### src/rtl/display_scan_if.sv
// Host-side write/commit/control bundle for the 7-segment scan controller.
interface display_scan_if;
  logic       wr_valid;
  logic       wr_ready;
  logic [1:0] wr_digit;
  logic [6:0] wr_seg;
  logic       commit;
  logic       pending;
  logic [3:0] bright;
  logic [3:0] blink_mask;

  modport master (
    output wr_valid, wr_digit, wr_seg, commit, bright, blink_mask,
    input  wr_ready, pending
  );

  modport slave (
    input  wr_valid, wr_digit, wr_seg, commit, bright, blink_mask,
    output wr_ready, pending
  );
endinterface

### src/rtl/display_scan_ctrl.sv
// 4-digit multiplexed 7-segment scan controller with shadow/active frame buffers,
// slot blanking, PWM brightness and per-digit blink.
module display_scan_ctrl #(
  parameter int unsigned PRESCALE     = 1000,
  parameter int unsigned BLANK        = 50,
  parameter int unsigned BLINK_FRAMES = 64,
  parameter int unsigned CNT_W        = 16
) (
  input  logic                clk,
  input  logic                rst_n,
  display_scan_if.slave       host,
  output logic [3:0]          ED_out,
  output logic [6:0]          D_out
);

  localparam int unsigned FRM_W = (BLINK_FRAMES > 1) ? $clog2(BLINK_FRAMES) : 1;
  localparam logic [CNT_W-1:0] SLOT_LAST  = CNT_W'(PRESCALE - 1);
  localparam logic [CNT_W-1:0] BLANK_END  = CNT_W'(BLANK);
  localparam logic [FRM_W-1:0] FRAME_LAST = FRM_W'(BLINK_FRAMES - 1);
  localparam logic [6:0]       SEG_OFF    = 7'h7F;

  logic [CNT_W-1:0] slot_cnt_q, slot_cnt_d;
  logic [1:0]       digit_q, digit_d;
  logic [3:0]       pwm_cnt_q, pwm_cnt_d;
  logic [FRM_W-1:0] frame_cnt_q, frame_cnt_d;
  logic             blink_phase_q, blink_phase_d;
  logic             pending_q, pending_d;
  logic [3:0][6:0]  shadow_q, shadow_d;
  logic [3:0][6:0]  active_q, active_d;
  logic [3:0]       ed_q, ed_d;
  logic [6:0]       d_q, d_d;

  logic slot_wrap, frame_end, lit;

  // Timing chain, buffer management and next display outputs.
  always_comb begin
    slot_cnt_d    = slot_cnt_q;
    digit_d       = digit_q;
    pwm_cnt_d     = pwm_cnt_q + 4'd1;
    frame_cnt_d   = frame_cnt_q;
    blink_phase_d = blink_phase_q;
    pending_d     = pending_q;
    shadow_d      = shadow_q;
    active_d      = active_q;
    ed_d          = 4'hF;
    d_d           = SEG_OFF;

    slot_wrap = (slot_cnt_q == SLOT_LAST);
    frame_end = slot_wrap && (digit_q == 2'd3);

    if (slot_wrap) begin
      slot_cnt_d = '0;
      digit_d    = digit_q + 2'd1;
    end else begin
      slot_cnt_d = slot_cnt_q + CNT_W'(1);
    end

    if (frame_end) begin
      if (frame_cnt_q == FRAME_LAST) begin
        frame_cnt_d   = '0;
        blink_phase_d = ~blink_phase_q;
      end else begin
        frame_cnt_d = frame_cnt_q + FRM_W'(1);
      end
    end

    // Copy and write are exclusive: writes are only accepted while nothing is pending.
    if (pending_q) begin
      if (frame_end) begin
        active_d  = shadow_q;
        pending_d = 1'b0;
      end
    end else begin
      if (host.wr_valid) shadow_d[host.wr_digit] = host.wr_seg;
      if (host.commit)   pending_d = 1'b1;
    end

    lit = (slot_cnt_q >= BLANK_END)
        && ((host.bright == 4'd15) || (pwm_cnt_q < host.bright))
        && !(blink_phase_q && host.blink_mask[digit_q]);

    if (lit) begin
      ed_d = ~(4'b0001 << digit_q);
      d_d  = active_q[digit_q];
    end
  end

  always_ff @(posedge clk or negedge rst_n) begin
    if (!rst_n) begin
      slot_cnt_q    <= '0;
      digit_q       <= 2'd0;
      pwm_cnt_q     <= 4'd0;
      frame_cnt_q   <= '0;
      blink_phase_q <= 1'b0;
      pending_q     <= 1'b0;
      shadow_q      <= {4{SEG_OFF}};
      active_q      <= {4{SEG_OFF}};
      ed_q          <= 4'hF;
      d_q           <= SEG_OFF;
    end else begin
      slot_cnt_q    <= slot_cnt_d;
      digit_q       <= digit_d;
      pwm_cnt_q     <= pwm_cnt_d;
      frame_cnt_q   <= frame_cnt_d;
      blink_phase_q <= blink_phase_d;
      pending_q     <= pending_d;
      shadow_q      <= shadow_d;
      active_q      <= active_d;
      ed_q          <= ed_d;
      d_q           <= d_d;
    end
  end

  assign host.wr_ready = ~pending_q;
  assign host.pending  = pending_q;
  assign ED_out        = ed_q;
  assign D_out         = d_q;

endmodule

### src/flat_wrapper.sv
// flat-port wrapper written by rule: the top's interface ports become plain ports
module display_scan_ctrl_flat 
#(
  parameter int unsigned PRESCALE     = 1000,
  parameter int unsigned BLANK        = 50,
  parameter int unsigned BLINK_FRAMES = 64,
  parameter int unsigned CNT_W        = 16
)
  (clk, rst_n, ED_out, D_out, host_wr_valid, host_wr_digit, host_wr_seg, host_commit, host_bright, host_blink_mask, host_wr_ready, host_pending);
  display_scan_if host_i ();
  input  logic clk;
  input  logic rst_n;
  output logic [3:0] ED_out;
  output logic [6:0] D_out;
  input wire logic [$bits(host_i.wr_valid)-1:0] host_wr_valid;
  input wire logic [$bits(host_i.wr_digit)-1:0] host_wr_digit;
  input wire logic [$bits(host_i.wr_seg)-1:0] host_wr_seg;
  input wire logic [$bits(host_i.commit)-1:0] host_commit;
  input wire logic [$bits(host_i.bright)-1:0] host_bright;
  input wire logic [$bits(host_i.blink_mask)-1:0] host_blink_mask;
  output wire logic [$bits(host_i.wr_ready)-1:0] host_wr_ready;
  output wire logic [$bits(host_i.pending)-1:0] host_pending;
  assign host_i.wr_valid = host_wr_valid;
  assign host_i.wr_digit = host_wr_digit;
  assign host_i.wr_seg = host_wr_seg;
  assign host_i.commit = host_commit;
  assign host_i.bright = host_bright;
  assign host_i.blink_mask = host_blink_mask;
  assign host_wr_ready = host_i.wr_ready;
  assign host_pending = host_i.pending;
  display_scan_ctrl #(.PRESCALE(PRESCALE), .BLANK(BLANK), .BLINK_FRAMES(BLINK_FRAMES), .CNT_W(CNT_W)) u_core (.clk(clk), .rst_n(rst_n), .host(host_i), .ED_out(ED_out), .D_out(D_out));
endmodule
### config.mk
export PLATFORM = sky130hd
export DESIGN_NAME = display_scan_ctrl_flat
export DESIGN_NICKNAME = d
export VERILOG_FILES = /design/src/rtl/display_scan_if.sv /design/src/rtl/display_scan_ctrl.sv /design/src/flat_wrapper.sv
export SDC_FILE = /design/constraint.sdc
export NUM_CORES = 1
export LEC_CHECK = 0
export CORE_UTILIZATION = 50
export CTS_CLUSTER_DIAMETER = 50
export CTS_CLUSTER_SIZE = 25
export DETAILED_ROUTE_END_ITERATION = 8
export PLACE_DENSITY = 0.76
export SYNTH_ARGS = -nofsm -noshare
export SYNTH_HDL_FRONTEND = slang
export SYNTH_SLANG_ARGS = --single-unit
export TNS_END_PERCENT = 1
### constraint.sdc
create_clock -name clk -period 5.3 [get_ports clk]
set_clock_uncertainty 0.05 [all_clocks]
set_input_delay 0.53 -clock clk [delete_from_list [all_inputs] [get_ports clk]]
set_output_delay 0.53 -clock clk [all_outputs]
set_load 0.01 [all_outputs]
# Yosys cells after proc, flatten, opt, wreduce, memory -nomap -nowiden

Cells that the tools add are included.

Bitwise gates (word level): 3
Reductions and logical operators: 10
Add/subtract/negate cells: 4
Equal/unequal tests: 4
Multiplexer cells: 14
Magnitude comparators: 5
Shift-type cells: 1

Operators by type and width:

| cell                  | count |
|---|---|
| $bwmux 28             | 1 |
| $mux 7                | 3 |
| $add 16x1->16 const B | 1 |
| $eq 16x10->1 const B  | 1 |
| $ge 16x6->1 const B   | 1 |
| $mux 16               | 1 |
| $bmux 7 s2            | 1 |
| $demux 7 s2           | 1 |
| $add 6x1->6 const B   | 1 |
| $eq 6x6->1 const B    | 1 |
| $lt 2x3->1 const B    | 2 |
| $mux 6                | 1 |
| $reduce_and 2->1      | 3 |
| $logic_and 1x1->1     | 5 |
| $add 4x1->4 const B   | 1 |
| $eq 4x4->1 const B    | 1 |
| $lt 4x4->1            | 1 |
| $mux 1                | 4 |
| $mux 4                | 1 |
| $not 4->4             | 1 |
| $shl 1x2->4 const A   | 1 |
| $add 2x1->2 const B   | 1 |
| $bmux 1 s2            | 1 |
| $eq 2x2->1 const B    | 1 |
| 4 further kinds       | 5 |

Register bits: 97
Logic and storage cells: 57
Bits of input ports: 21
Output and inout port bits: 13

# Logic depth before layout (Yosys ltp)

Depth after elaboration: 6
Mapped depth: 7

# Worst setup path after synthesis

OpenSTA, ideal clock, no wires.

Kind: register -> register
From: reg u_core.slot_cnt_q[0]
To: reg u_core.active_q[10] (netlist name)
Data required time: 5.165 ns
Slack: 3.462 ns
Arrival time: 1.704 ns
Cell stages (with the launch flop): 8
Buffers on the path: 2
Period minus slack after synthesis: 1.838 ns
Setup time: 0.085 ns
Cells stage by stage: dfrtp_1 ha_1 nor4bb_1 and4_1 and3_1 buf_6 buf_6 mux2_1

Cells in the longest elaborated chain, start to end: 3

RTL lines:

| what                              | line                     | text |
|---|---|---|
| from (decl)                       | display_scan_ctrl.sv:22  | `logic [CNT_W-1:0] slot_cnt_q, slot_cnt_d;` |
| from (signal assigned)            | display_scan_ctrl.sv:101 | `slot_cnt_q <= slot_cnt_d;` |
| $eq 16x10->1                      | display_scan_ctrl.sv:48  | `slot_wrap = (slot_cnt_q == SLOT_LAST);` |
| $logic_and 1x1->1                 | display_scan_ctrl.sv:49  | `frame_end = slot_wrap && (digit_q == 2'd3);` |
| $reduce_and 2->1 (no source line) | --                       |  |
| to (signal assigned)              | display_scan_ctrl.sv:97  | `active_q <= {4{SEG_OFF}};` |
| to (signal assigned)              | display_scan_ctrl.sv:108 | `active_q <= active_d;` |
| to (decl)                         | display_scan_ctrl.sv:29  | `logic [3:0][6:0] active_q, active_d;` |

Every way passes these cells.
A chain may end at the register's enable or synchronous reset.

# Worst setup path in the final report

From: reg u_core.slot_cnt_q[0]
To: reg u_core.active_q[3] (netlist name)

The elaborated chain is that of the path after synthesis.

==> results.txt <==
The register area is 2510 um2. The initial utilization of the core area, before any placement, comes to 51.9%. The clock transition at the registers of the reported paths is 90 ps. The die is 94.6 um wide. The area added between synthesis and finish came out at 14.7%. The largest net degree at the start of global routing came out at 55.

The number of violations reported at the end of detailed-routing iteration 0 came out at 110. By area the synthesized netlist is led by dfstp_2 41%, dfrtp_1 18%, mux2_2 10%, mux2_1 5.3%, mux4_2 4.2%. The longest clock path from root to sink contains 2 buffers. The worst setup path is captured at a register.

The synthesized netlist contains 37 unique library cells. The hold buffer count at CTS is 0. The pre-antenna-repair detailed-routing pass consisted of 4 iterations. The floorplan die area is 8950 um2.

The arrival time of data at the critical path endpoint came out at 2900 ps. The synthesis-stage register bit count came out at 97. The residual antenna-violating net count after detailed routing is 0. The number of remaining DRC errors came out at 0.

The latest clock arrival within the worst-skew pair came out at 350 ps. The total CTS buffers is 9. The number of max-slew violations in the final report came out at 0. After global routing the overflow that remains totals 0. The commonest cells after synthesis are 67 x dfstp_2, 39 x mux2_2, 30 x dfrtp_1, 21 x nand3_1, 20 x mux2_1. The clock drives 97 sinks. The number of nets in the synthesized netlist is 339. For this design the ratio of total power to cell area is 262 nW/um2.

The max-slew headroom at the worst pin is 30.7%. The count of H-tree levels built during CTS came out at 3. The total inserted antenna cells came out at 0. VDD sags by at most 0.224 mV. The kind of critical path is reg -> reg.

The peak clock frequency supported by timing came out at 376 MHz. Dividing the synthesized area by the synthesized cell count gives 14.0 um2. Setup violations remaining at the end of the flow were counted as 0.

During synthesis, Yosys emitted a total of 0 warnings. The average wire per standard cell is 16.4 um. The number of fill cells in the layout is 657. The aggregate global-route resource usage is 19.1%. Row generation in the floorplan step produced 33 rows. Setup repair after global routing left no endpoint under its margin.

The combined area of the multi-input logic cells is 1640 um2. The number of instances in the synthesized netlist came out at 307. The flow ran to the end, and the final reports show no timing, DRC or antenna violations. The number of buffer cells added on primary ports is 33. The worst path required time came out at 5530 ps. Once placement completed, the tool counted placed cells totaling 437. The leakage power summed over all cells is 0.00209 uW. The routed via count came out at 2,514.

The post-CTS resize count is 0. For this run, the register share of the synthesized area comes to 58.6%. The half-perimeter wire length after placement is 5080 um. The number of top-level pins came out at 34. The core outline area is 8260 um2. The wire length reported by the detailed router is 7440 um. For the pin with the worst max-slew slack, the measured transition is 1040 ps. The post-synthesis cell type with the largest combined area is dfstp_2.

The time the worst path needs with I/O delays and setup came out at 2660 ps. The top cell type's share of synthesized area is 41.1%. The netlist area before placement came out at 4290 um2. The initial antenna violation count came out at 0.

The chip height came out at 94.6 um. The cell at the root of the clock tree is clkbuf_8. Using the TritonRoute via totals, the vias-per-cell ratio works out to 5.55. The global-route wire length before repair came out at 12,700 um.

The post-CTS setup-driven buffer insertion count is 0. The worst setup path is launched from a register. The number of enable flip-flop cells after synthesis is 0.

The share of the clock period used by the worst path after layout is 50.2%. The via count of the first global-routing pass came out at 2,532. The prevailing post-synth register cell is dfstp_2.

dfstp_2 is the most common cell in the netlist. The final cell count without fillers is 453. The post-synthesis async set-or-reset flop share came out at 100%. The net total in the final layout came out at 375. The CTS tree is yes. The number of endpoints with negative hold slack in the final report is 0. Along the worst path, the maximum fanout reaches 28. The congestion estimate from routability-driven global placement came to 0.713.

The total negative setup slack is 0 ps. The tightest min-delay check is of the in -> async type. The post-route netlist has 39.7% of its cells at a drive strength greater than 1.

The number of max-capacitance violations reported came out at 0.
==> metal layers <==
| layer | track usage, % | share of wire, % | vias to the layer above | wire length [um] |
|---|---|---|---|---|
| met5 | 0 | 0 | - | 0 |
| met4 | 6.06 | 1.5 | 0 | 109 |
| met3 | 4.99 | 3.0 | 10 | 226 |
| met2 | 31.9 | 51 | 40 | 3830 |
| met1 | 24.4 | 44 | 1304 | 3280 |
| li1 | - | - | 1160 | - |
==> state kept, by name (all words and copies together) (netlist names) <==
signal / cells
u_core.blink_phase_q: 1
u_core.frame_cnt_q: 6
u_core.pwm_cnt_q: 4
u_core.slot_cnt_q: 16
u_core.D_out: 7
u_core.shadow_q: 28
u_core.active_q: 28
u_core.ED_out: 4
u_core.digit_q: 2
u_core.host.pending: 1
==> logic make-up (layout without fill, tap and decap cells) <==
group                      count (synthesis)  after routing  synth area share [%]
DFF                                       97             97                  58.6
xor gates and xnor gates                  18             18                  3.68
and+or+nand+nor                           73             73                  9.69
adders and majority gates                 11             11                  3.21
AOI/OAI and AO/OA                         12             12                  1.93
buffers and inverters                     29             70                  3.18
muxes                                     67             67                  19.7
==> per-stage QoR <==
step | setup slack [ps] | hold WS, ps | area (um2) | utilization [%] | total power (uW)
after CTS | 2640 | 106 | 4910 | 59.5 | 1310
after global placement | 2710 | 416 | 4710 | 57.0 | 826
after global routing | 2470 | 125 | 4910 | 59.5 | 1340
after floorplan | 3460 | 184 | 4290 | - | 791
final | 2640 | 95.1 | 4910 | 59.5 | 1290
after detailed placement | 2670 | 425 | 4710 | 57.0 | 828
==> critical path: stages, from the launching register on <==
cell and delay (ps):
dfrtp_1 400, ha_1 240, nor4bb_1 210, and4_1 690, and3_1 250, buf_4 360
mux2_2 390
==> where the power goes <==
group / switching, uW / internal (uW)
sequential: 5.20 / 761
combinational: 23.9 / 23.6
clock: 248 / 228
==> layout by cell type (no fill, tap or decap), types with 2 or more instances in the layout <==
cell             netlist  final
dfstp_2               67     67
mux2_2                39     39
clkdlybuf4s50_1        0     32
dfrtp_1               30     30
nand3_1               21     21
mux2_1                20     20
inv_1                 16     16
xnor2_1               13     13
nor2_1                12     12
ha_1                  11     11
nand2_1               10     10
clkbuf_8               0      9
mux4_2                 8      8
and3_1                 7      7
buf_4                  0      6
xor2_1                 5      5
nand4_1                5      5
o21ai_0                4      4
nor3b_1                3      3
nor4bb_1               3      3
nor4_1                 2      2
and4_1                 2      2
a31oi_1                2      2
clkinv_2               0      2
clkinv_4               0      2
clkbuf_16              0      2
==> cell type report <==
class	count	share of cell area, %
Multi-Input combinational cell	181	33.3
Inverter	16	1.22
Sequential cell	97	51.1
Clock inverter	5	0.713
Tap cell	105	2.67
Clock buffer	11	3.54
Timing Repair Buffer	38	7.43
==> final timing paths <==
kind | from | end | slack [ps] | cells after the start
setup / recovery | u_core.slot_cnt_q[0] | u_core.active_q[3] | 2640 | 6
max in group asynchronous | rst_n | u_core.digit_q[0] | 4060 | 2
setup reg to reg | u_core.slot_cnt_q[0] | u_core.active_q[3] | 2640 | 6
min in group clk | u_core.pwm_cnt_q[0] | u_core.pwm_cnt_q[0] | 440 | 1
hold reg to reg | u_core.pwm_cnt_q[0] | u_core.pwm_cnt_q[0] | 440 | 1
hold / removal | rst_n | u_core.slot_cnt_q[12] | 100 | 1
No activity file was read; power rests on OpenSTA's default activity.
